### config.mk
export PLATFORM = sky130hd
export DESIGN_NAME = spi_master_ctrl
export DESIGN_NICKNAME = d
export VERILOG_FILES = /design/src/rtl/spi_master_ctrl.sv
export SDC_FILE = /design/constraint.sdc
export NUM_CORES = 1
export LEC_CHECK = 0
export BUFFER_PORTS_ARGS = -buffer_cell sky130_fd_sc_hd__buf_2
export CAP_MARGIN = 20
export CORE_ASPECT_RATIO = 1.25
export CORE_MARGIN = 5
export CORE_UTILIZATION = 45
export CTS_CLUSTER_SIZE = 25
export DETAILED_ROUTE_END_ITERATION = 10
export PLACE_DENSITY = 0.66
export SYNTH_ARGS = -nofsm -noshare
export SYNTH_HDL_FRONTEND = slang
export SYNTH_SLANG_ARGS = --single-unit
export TNS_END_PERCENT = 5
### constraint.sdc
create_clock -name clk -period 4.27 [get_ports clk]
set_input_delay 0.6405 -clock clk [delete_from_list [all_inputs] [get_ports clk]]
set_output_delay 0.6405 -clock clk [all_outputs]
set_load 0.05 [all_outputs]
### src/rtl/spi_master_ctrl.sv
// spi_master_ctrl: SPI mode-0 master; serialises a val/rdy packet MSB-first and
// returns the word captured from MISO on a val/rdy response stream.
module spi_master_ctrl #(
   parameter int nbits    = 8,
   parameter int ncs      = 1,
   parameter int clk_half = 2
) (
   input  logic                                  clk,
   input  logic                                  reset,
   input  logic [nbits-1:0]                      recv_msg,
   input  logic [(ncs > 1 ? $clog2(ncs) : 1)-1:0] recv_cs_addr,
   input  logic                                  recv_val,
   output logic                                  recv_rdy,
   output logic [nbits-1:0]                      send_msg,
   output logic                                  send_val,
   input  logic                                  send_rdy,
   output logic                                  spi_sclk,
   output logic [ncs-1:0]                        spi_cs,
   output logic                                  spi_mosi,
   input  logic                                  spi_miso
);
   localparam int CW = ncs > 1 ? $clog2(ncs) : 1;
   localparam int NW = $clog2(nbits + 1);
   localparam int DW = $clog2(clk_half + 1);

   typedef enum logic [2:0] {IDLE, START, HIGH, LOW, HOLD, DONE} state_t;

   state_t           state_q, state_d;
   logic [nbits-1:0] tx_q, tx_d, rx_q, rx_d;
   logic [NW-1:0]    cnt_q, cnt_d;
   logic [DW-1:0]    div_q, div_d;
   logic [CW-1:0]    cs_sel_q, cs_sel_d;
   logic             active, last;

   assign active = state_q inside {START, HIGH, LOW, HOLD};
   assign last   = div_q == DW'(clk_half - 1);

   always_comb begin
      state_d  = state_q;
      tx_d     = tx_q;
      rx_d     = rx_q;
      cnt_d    = cnt_q;
      cs_sel_d = cs_sel_q;
      div_d    = (active && !last) ? div_q + 1'b1 : '0;
      case (state_q)
         IDLE: if (recv_val) begin
            tx_d     = recv_msg;
            rx_d     = '0;
            cnt_d    = NW'(nbits);
            cs_sel_d = recv_cs_addr;
            state_d  = START;
         end
         START: if (last) state_d = HIGH;
         HIGH: if (last) begin
            rx_d  = {rx_q[nbits-2:0], spi_miso};
            cnt_d = cnt_q - 1'b1;
            if (cnt_q == NW'(1)) state_d = HOLD;
            else begin
               state_d = LOW;
               tx_d    = {tx_q[nbits-2:0], 1'b0};
            end
         end
         LOW:  if (last) state_d = HIGH;
         HOLD: if (last) state_d = DONE;
         DONE: if (send_rdy) state_d = IDLE;
         default: state_d = IDLE;
      endcase
   end

   always_ff @(posedge clk or posedge reset) begin
      if (reset) begin
         state_q  <= IDLE;
         tx_q     <= '0;
         rx_q     <= '0;
         cnt_q    <= '0;
         div_q    <= '0;
         cs_sel_q <= '0;
      end else begin
         state_q  <= state_d;
         tx_q     <= tx_d;
         rx_q     <= rx_d;
         cnt_q    <= cnt_d;
         div_q    <= div_d;
         cs_sel_q <= cs_sel_d;
      end
   end

   // recv_rdy is gated by reset so it drops while reset is held, not just after
   assign recv_rdy = state_q == IDLE && !reset;
   assign send_val = state_q == DONE;
   assign send_msg = send_val ? rx_q : '0;
   assign spi_sclk = state_q == HIGH;
   assign spi_mosi = active & tx_q[nbits-1];

   for (genvar i = 0; i < ncs; i++) begin : g_cs
      assign spi_cs[i] = !(active && cs_sel_q == CW'(i));
   end
endmodule

==> flow_summary.json, run 1 <==
{
  "outcome": "finished clean",
  "relSlewSlack_pct": 55.1,
  "grt_first_pass_wirelength_mm": 4.59,
  "worstReg2RegEnd": "tx_q[3]$_DFFE_PP0P_",
  "cts_repair_resize_count": 0,
  "cellLeakagePower_nw": 0.793,
  "post-cts-setup-buffers": 0,
  "start_kind": "register",
  "initial_antenna_violation_count": 0,
  "gp_routability_congestion": 0.746,
  "ys_dominant_reg_cell": "sky130_fd_sc_hd__dfrtp_1",
  "final.setup.tns_ns": 0,
  "fin_worst_skew_ns": 0.00659,
  "timing.critical_path.to_type": "output port",
  "drive_gt1_share_pct": 21.6,
  "floorplan.die.height_um": 72.3,
  "cap_violations": 0,
  "detailedRoute.firstIterationViolations": 42,
  "finalCriticalPeriod_ns": 2.66,
  "cts_tree": "yes",
  "clockRootBuffer": "sky130_fd_sc_hd__clkbuf_4",
  "timing.critical_path.required_ns": 3.63,
  "post_drt_wl_per_cell_um": 12.8,
  "synth_warnings": 0,
  "antenna-diode-count": 0,
  "largest_net_degree_at_the_start_of_global_routing": 27,
  "detail_route.drc_violations": 0,
  "cts_inserted_buffers": 3,
  "clock-sinks": 26,
  "p_per_area_nw_per_um2": 636,
  "drt-vias-per-instance": 5.23,
  "finalCritPeriodShare_pct": 62.4,
  "synth.ff_latch_count": 26,
  "final_max_slew_viol_count": 0,
  "io-pin-count": 27,
  "syn_inst": 154,
  "drt_first_pass_iters": 4,
  "achievable-frequency_ghz": 0.375,
  "dpl.hpwl_mm": 1.99,
  "die_area_um2": 4320,
  "setup.worst_path.class": "register to output port",
  "route.final.wire_length_mm": 2.72,
  "startpoint_of_the_worst_register_to_register_path": "div_q[1]$_DFF_PP0_",
  "peakVddDrop_mv": 0.354,
  "ys_types": 36,
  "htreeDepth": 1,
  "io_buffers": 26,
  "grt_util_all_layers_pct": 13.4,
  "detail-route-antenna-nets": 0,
  "worst-r2r-setup-slack_ns": 2.33,
  "hp-class": "input pin to async pin",
  "initial_core_util_pct": 47.0,
  "dieWidth_um": 59.8,
  "worst_skew_pair.late_latency_ns": 0.32,
  "synth-edff-count": 0,
  "syn-num-nets": 171,
  "fin_util_pct": 52.8,
  "setup_viol": 0,
  "design.final.nets": 194,
  "coreArea_um2": 2970,
  "syn-cell-area_um2": 1400,
  "grt_setup_unrepaired": "false",
  "globalRouteOverflowTotal": 0,
  "highest_net_fanout_along_the_worst_path": 14,
  "std_cell_rows": 22,
  "cp_data_arrival_time_ns": 2.02,
  "clockBufferDepth": 2,
  "dr_total_vias": 1108,
  "synth.yosys.seq_area_share_pct": 46.6,
  "worst_setup_path_start": "state_q[1]$_DFFE_PP0P_",
  "clk_pin_slew_worst_paths_ns": 0.14,
  "depth_of_the_worst_register_to_register_path": 6,
  "avgSynthCellArea_um2": 9.07,
  "worst-slew-pin-transition_ns": 0.671,
  "cts.hold.buffers_added": 0,
  "async_reset_ff_share_pct": 100,
  "count_of_final_hold_check_violations": 0,
  "area.growth.synth_to_final_pct": 12.5,
  "first_global_vias": 1111
}
## layer usage
| metal | track usage (%) | part of all wire (%) | vias to the layer above |
|---|---|---|---|
| met1 | 15.8 | 45 | 524 |
| met4 | 5.42 | 1.3 | 0 |
| met2 | 23.8 | 51 | 16 |
| met5 | 0 | 0 | - |
| met3 | 2.14 | 2.9 | 4 |
| li1 | - | - | 564 |
## worst max-delay path, cell delays in order (launching register included)
cell	delay [ns]
sky130_fd_sc_hd__dfrtp_1	0.60
sky130_fd_sc_hd__nand2b_1	0.26
sky130_fd_sc_hd__nor2_1	0.38
sky130_fd_sc_hd__and2_1	0.19
sky130_fd_sc_hd__buf_2	0.26
## stage by stage
stage	std cells	total power [mW]	area, µm²	worst slack, ns	hold WS (ns)
floorplan	154	0.805	1400	1.45	0.415
global placement	207	0.865	1510	1.97	0.427
detailed placement	207	0.879	1510	1.98	0.449
CTS	211	1.01	1540	1.59	0.468
global route	212	1.09	1570	1.43	0.249
finish	212	0.998	1570	1.61	0.243
## Yosys cell counts, drive strengths merged, types with 2 or more instances
cell type | count | area, µm²
nand2 | 28 | 108
dfrtp | 26 | 651
o21ai | 14 | 70.1
nor2 | 13 | 51.3
nand3 | 10 | 50.1
and2 | 9 | 56.3
buf | 8 | 61.3
a31oi | 7 | 50.1
inv | 7 | 26.3
nor3 | 5 | 25.0
ha | 3 | 37.5
mux2i | 3 | 42.5
a21oi | 2 | 10.0
a22oi | 2 | 15.0
nand2b | 2 | 12.5
## final cells by class
type,instances,area (µm²)
timing repair buffer,27,158
sequential,26,651
clock buffer,4,36.3
fill,300,1400
inverter,8,30.0
tap,36,45.0
multi-input combinational,111,651
## where the power goes
| group | internal, mW | total [mW] | switching [mW] |
|---|---|---|---|
| Combinational | 0.161 | 0.467 | 0.306 |
| Sequential | 0.333 | 0.406 | 0.0726 |
| Clock | 0.0521 | 0.125 | 0.0730 |
## placed cells by master, fill, tap and decap left out, types with 2 or more instances in the layout
cell	instances
sky130_fd_sc_hd__inv_1	7
sky130_fd_sc_hd__ha_1	3
sky130_fd_sc_hd__o21ai_0	14
sky130_fd_sc_hd__nor2_1	12
sky130_fd_sc_hd__mux2i_1	2
sky130_fd_sc_hd__clkbuf_4	3
sky130_fd_sc_hd__nand2_1	27
sky130_fd_sc_hd__nand2b_1	2
sky130_fd_sc_hd__nand3_1	10
sky130_fd_sc_hd__a21oi_1	2
sky130_fd_sc_hd__a31oi_1	6
sky130_fd_sc_hd__and2_1	9
sky130_fd_sc_hd__nor3_1	5
sky130_fd_sc_hd__a22oi_1	2
sky130_fd_sc_hd__dfrtp_1	26
sky130_fd_sc_hd__buf_2	26
## registers in the layout, indices dropped and copies added, names as in the netlist
register	cells
rx_q	8
cnt_q	4
div_q	2
state_q	3
tx_q	8
cs_sel_q	1
## cells by family (layout without fill, tap and decap cells)
logic type,after synthesis,count (layout),share of synthesized area (%)
and+or+nand+nor,72,72,24.6
AOI/OAI and AO/OA,30,30,14.2
DFF,26,26,46.6
buffers and inverters,17,39,6.81
muxes,4,4,3.85
adders and majority gates,3,3,2.69
xor gates and xnor gates,2,2,1.25
## worst max path at each step
stage,end,slack [ns],depth (start not counted)
finish,send_msg[5],1.61,4
global route,spi_sclk,1.43,4
CTS,send_msg[5],1.59,4
detailed placement,send_msg[5],1.98,4
global placement,send_msg[0],1.97,4
floorplan,send_msg[0],1.45,5
(Power assumes the default switching activity.)
==> run 2: changes to the inputs <==
Clock period 4.27 ns to 2.56 ns, I/O delays scaled along.
==> run 2 against run 1 <==
  * Utilization unchanged
  * Cell area unchanged
  * Sequential power up 68%
  * Sequential share of layout area did not move
  * Routed wire length up 6.9%
  * Highest routed layer unchanged
  * Worst hold slack better by 0.033 ns
==> flow_summary.json, run 2 (same netlist as run 1, synthesis figures left out) <==
{
  "outcome": "finished clean",
  "grt_first_pass_wirelength_mm": 5.00,
  "clockRootBuffer": "sky130_fd_sc_hd__clkbuf_4",
  "io_buffers": 26,
  "stdcell_count": 214,
  "largest_net_degree_at_the_start_of_global_routing": 20,
  "initial_antenna_violation_count": 0,
  "std_cell_rows": 22,
  "detail-route-antenna-nets": 0,
  "first_global_vias": 1069,
  "placed_cell_area_um2": 1520,
  "detailedRoute.firstIterationViolations": 51,
  "drt-vias-per-instance": 5.28,
  "clock-sinks": 26,
  "io-pin-count": 27,
  "highest_net_fanout_along_the_worst_path": 14,
  "layout.cell_area.non_filler_um2": 1570,
  "most_frequent_standard_cell_in_the_layout_excluding_fill_and_tap_cells": "sky130_fd_sc_hd__nand2_1",
  "grt_util_all_layers_pct": 14.9,
  "drt_first_pass_iters": 4,
  "cellLeakagePower_nw": 0.794,
  "dp_cells": 209,
  "p_per_area_nw_per_um2": 1080,
  "p_total_mw": 1.69,
  "fin_worst_skew_ns": 0.0108,
  "dpl.hpwl_mm": 2.12,
  "globalRouteOverflowTotal": 0,
  "design.final.nets": 196,
  "cap_violations": 0,
  "coreArea_um2": 2970,
  "detail_route.drc_violations": 0,
  "relSlewSlack_pct": 53.9,
  "achievable-frequency_ghz": 0.434,
  "count_of_final_hold_check_violations": 0,
  "worst-slew-pin-transition_ns": 0.689,
  "clockBufferDepth": 2,
  "htreeDepth": 1,
  "timing.critical_path.to_type": "output port",
  "layout_top_registers": "rx_q: 8 flops, tx_q: 8 flops, cnt_q: 4 flops",
  "clk_pin_slew_worst_paths_ns": 0.15,
  "cp_data_arrival_time_ns": 1.92,
  "grt_setup_unrepaired": "false",
  "layout.cells.most_common_list": "27 x sky130_fd_sc_hd__nand2_1, 26 x sky130_fd_sc_hd__dfrtp_1, 26 x sky130_fd_sc_hd__buf_2",
  "cts_inserted_buffers": 3,
  "start_kind": "register",
  "route.final.wire_length_mm": 2.91,
  "timing.critical_path.required_ns": 2.18,
  "antenna-diode-count": 0,
  "gp_routability_congestion": 0.758,
  "finalCriticalPeriod_ns": 2.30,
  "final_max_slew_viol_count": 0,
  "initial_core_util_pct": 47.0,
  "setup_viol": 0,
  "die_area_um2": 4320,
  "hp-class": "input pin to register",
  "dr_total_vias": 1129,
  "cts_tree": "yes",
  "drive_gt1_share_pct": 22.5,
  "finalCritPeriodShare_pct": 90.0,
  "post_drt_wl_per_cell_um": 13.6,
  "setup.worst_path.class": "register to output port",
  "floorplan.die.height_um": 72.3,
  "final.setup.tns_ns": 0,
  "dieWidth_um": 59.8,
  "worst_skew_pair.late_latency_ns": 0.32,
  "peakVddDrop_mv": 0.597,
  "area.growth.synth_to_final_pct": 12.5
}
run 2: cell count changes in the layout (fill, tap and decap cells not counted):
cell	before	now
sky130_fd_sc_hd__buf_16	1	0
sky130_fd_sc_hd__buf_4	0	2
sky130_fd_sc_hd__nor2_1	12	11
sky130_fd_sc_hd__nor2_2	1	2
sky130_fd_sc_hd__dlygate4sd3_1	0	1
run 2: final timing paths:
kind | start | to | slack, ns | cells past startpoint
hold reg to reg | div_q[0]$_DFF_PP0_ | div_q[0]$_DFF_PP0_ | 0.48 | 1
hold / removal | spi_miso | rx_q[0]$_DFFE_PP0P_ | 0.28 | 3
setup reg to reg | div_q[1]$_DFF_PP0_ | tx_q[7]$_DFFE_PP0P_ | 0.64 | 5
setup / recovery | state_q[1]$_DFFE_PP0P_ | send_msg[1] | 0.26 | 4
max in group asynchronous | reset | cnt_q[3]$_DFFE_PP0P_ | 1.44 | 4
min in group asynchronous | reset | rx_q[6]$_DFFE_PP0P_ | 0.55 | 3
run 2: final cells by class:
type / instances / area, µm²
Timing Repair Buffer: 29 / 155
Multi-Input combinational cell: 111 / 653
Clock buffer: 4 / 36.3
Tap cell: 36 / 45.0
Inverter: 8 / 30.0
Sequential cell: 26 / 651
Fill cell: 294 / 1400
run 2: timing repair:
| item | in CTS | in global routing |
|---|---|---|
| hold buffers | 1 | 0 |
| setup buffers | 0 | 0 |
| resized for setup | 0 | 0 |
| hold endpoints to repair | 7 | 0 |
run 2: power by group:
group          total [mW]  switching, mW  internal (mW)
Clock               0.208          0.121         0.0870
Sequential          0.684          0.128          0.555
Combinational       0.801          0.523          0.277
run 2: routing by layer:
layer,up-vias,part of all wire (%),track usage (%)
li1,568,-,-
met1,534,44,20.1
met2,21,51,23.1
met3,6,3.2,1.96
met4,0,1.8,7.14
met5,-,0,0
run 2: through the flow:
| step | setup slack [ns] | utilization, % | hold WS (ns) |
|---|---|---|---|
| floorplan | 0.186 | - | 0.415 |
| global placement | 0.638 | 51.3 | 0.343 |
| detailed placement | 0.624 | 51.3 | 0.353 |
| CTS | 0.250 | 52.8 | 0.276 |
| global route | 0.129 | 52.8 | 0.273 |
| finish | 0.256 | 52.8 | 0.276 |
run 2: worst max-delay path, cell delays in order (launching register included):
cell,delay [ns]
sky130_fd_sc_hd__dfrtp_1,0.61
sky130_fd_sc_hd__nand2b_1,0.28
sky130_fd_sc_hd__nor2_2,0.27
sky130_fd_sc_hd__and2_1,0.17
sky130_fd_sc_hd__buf_2,0.26
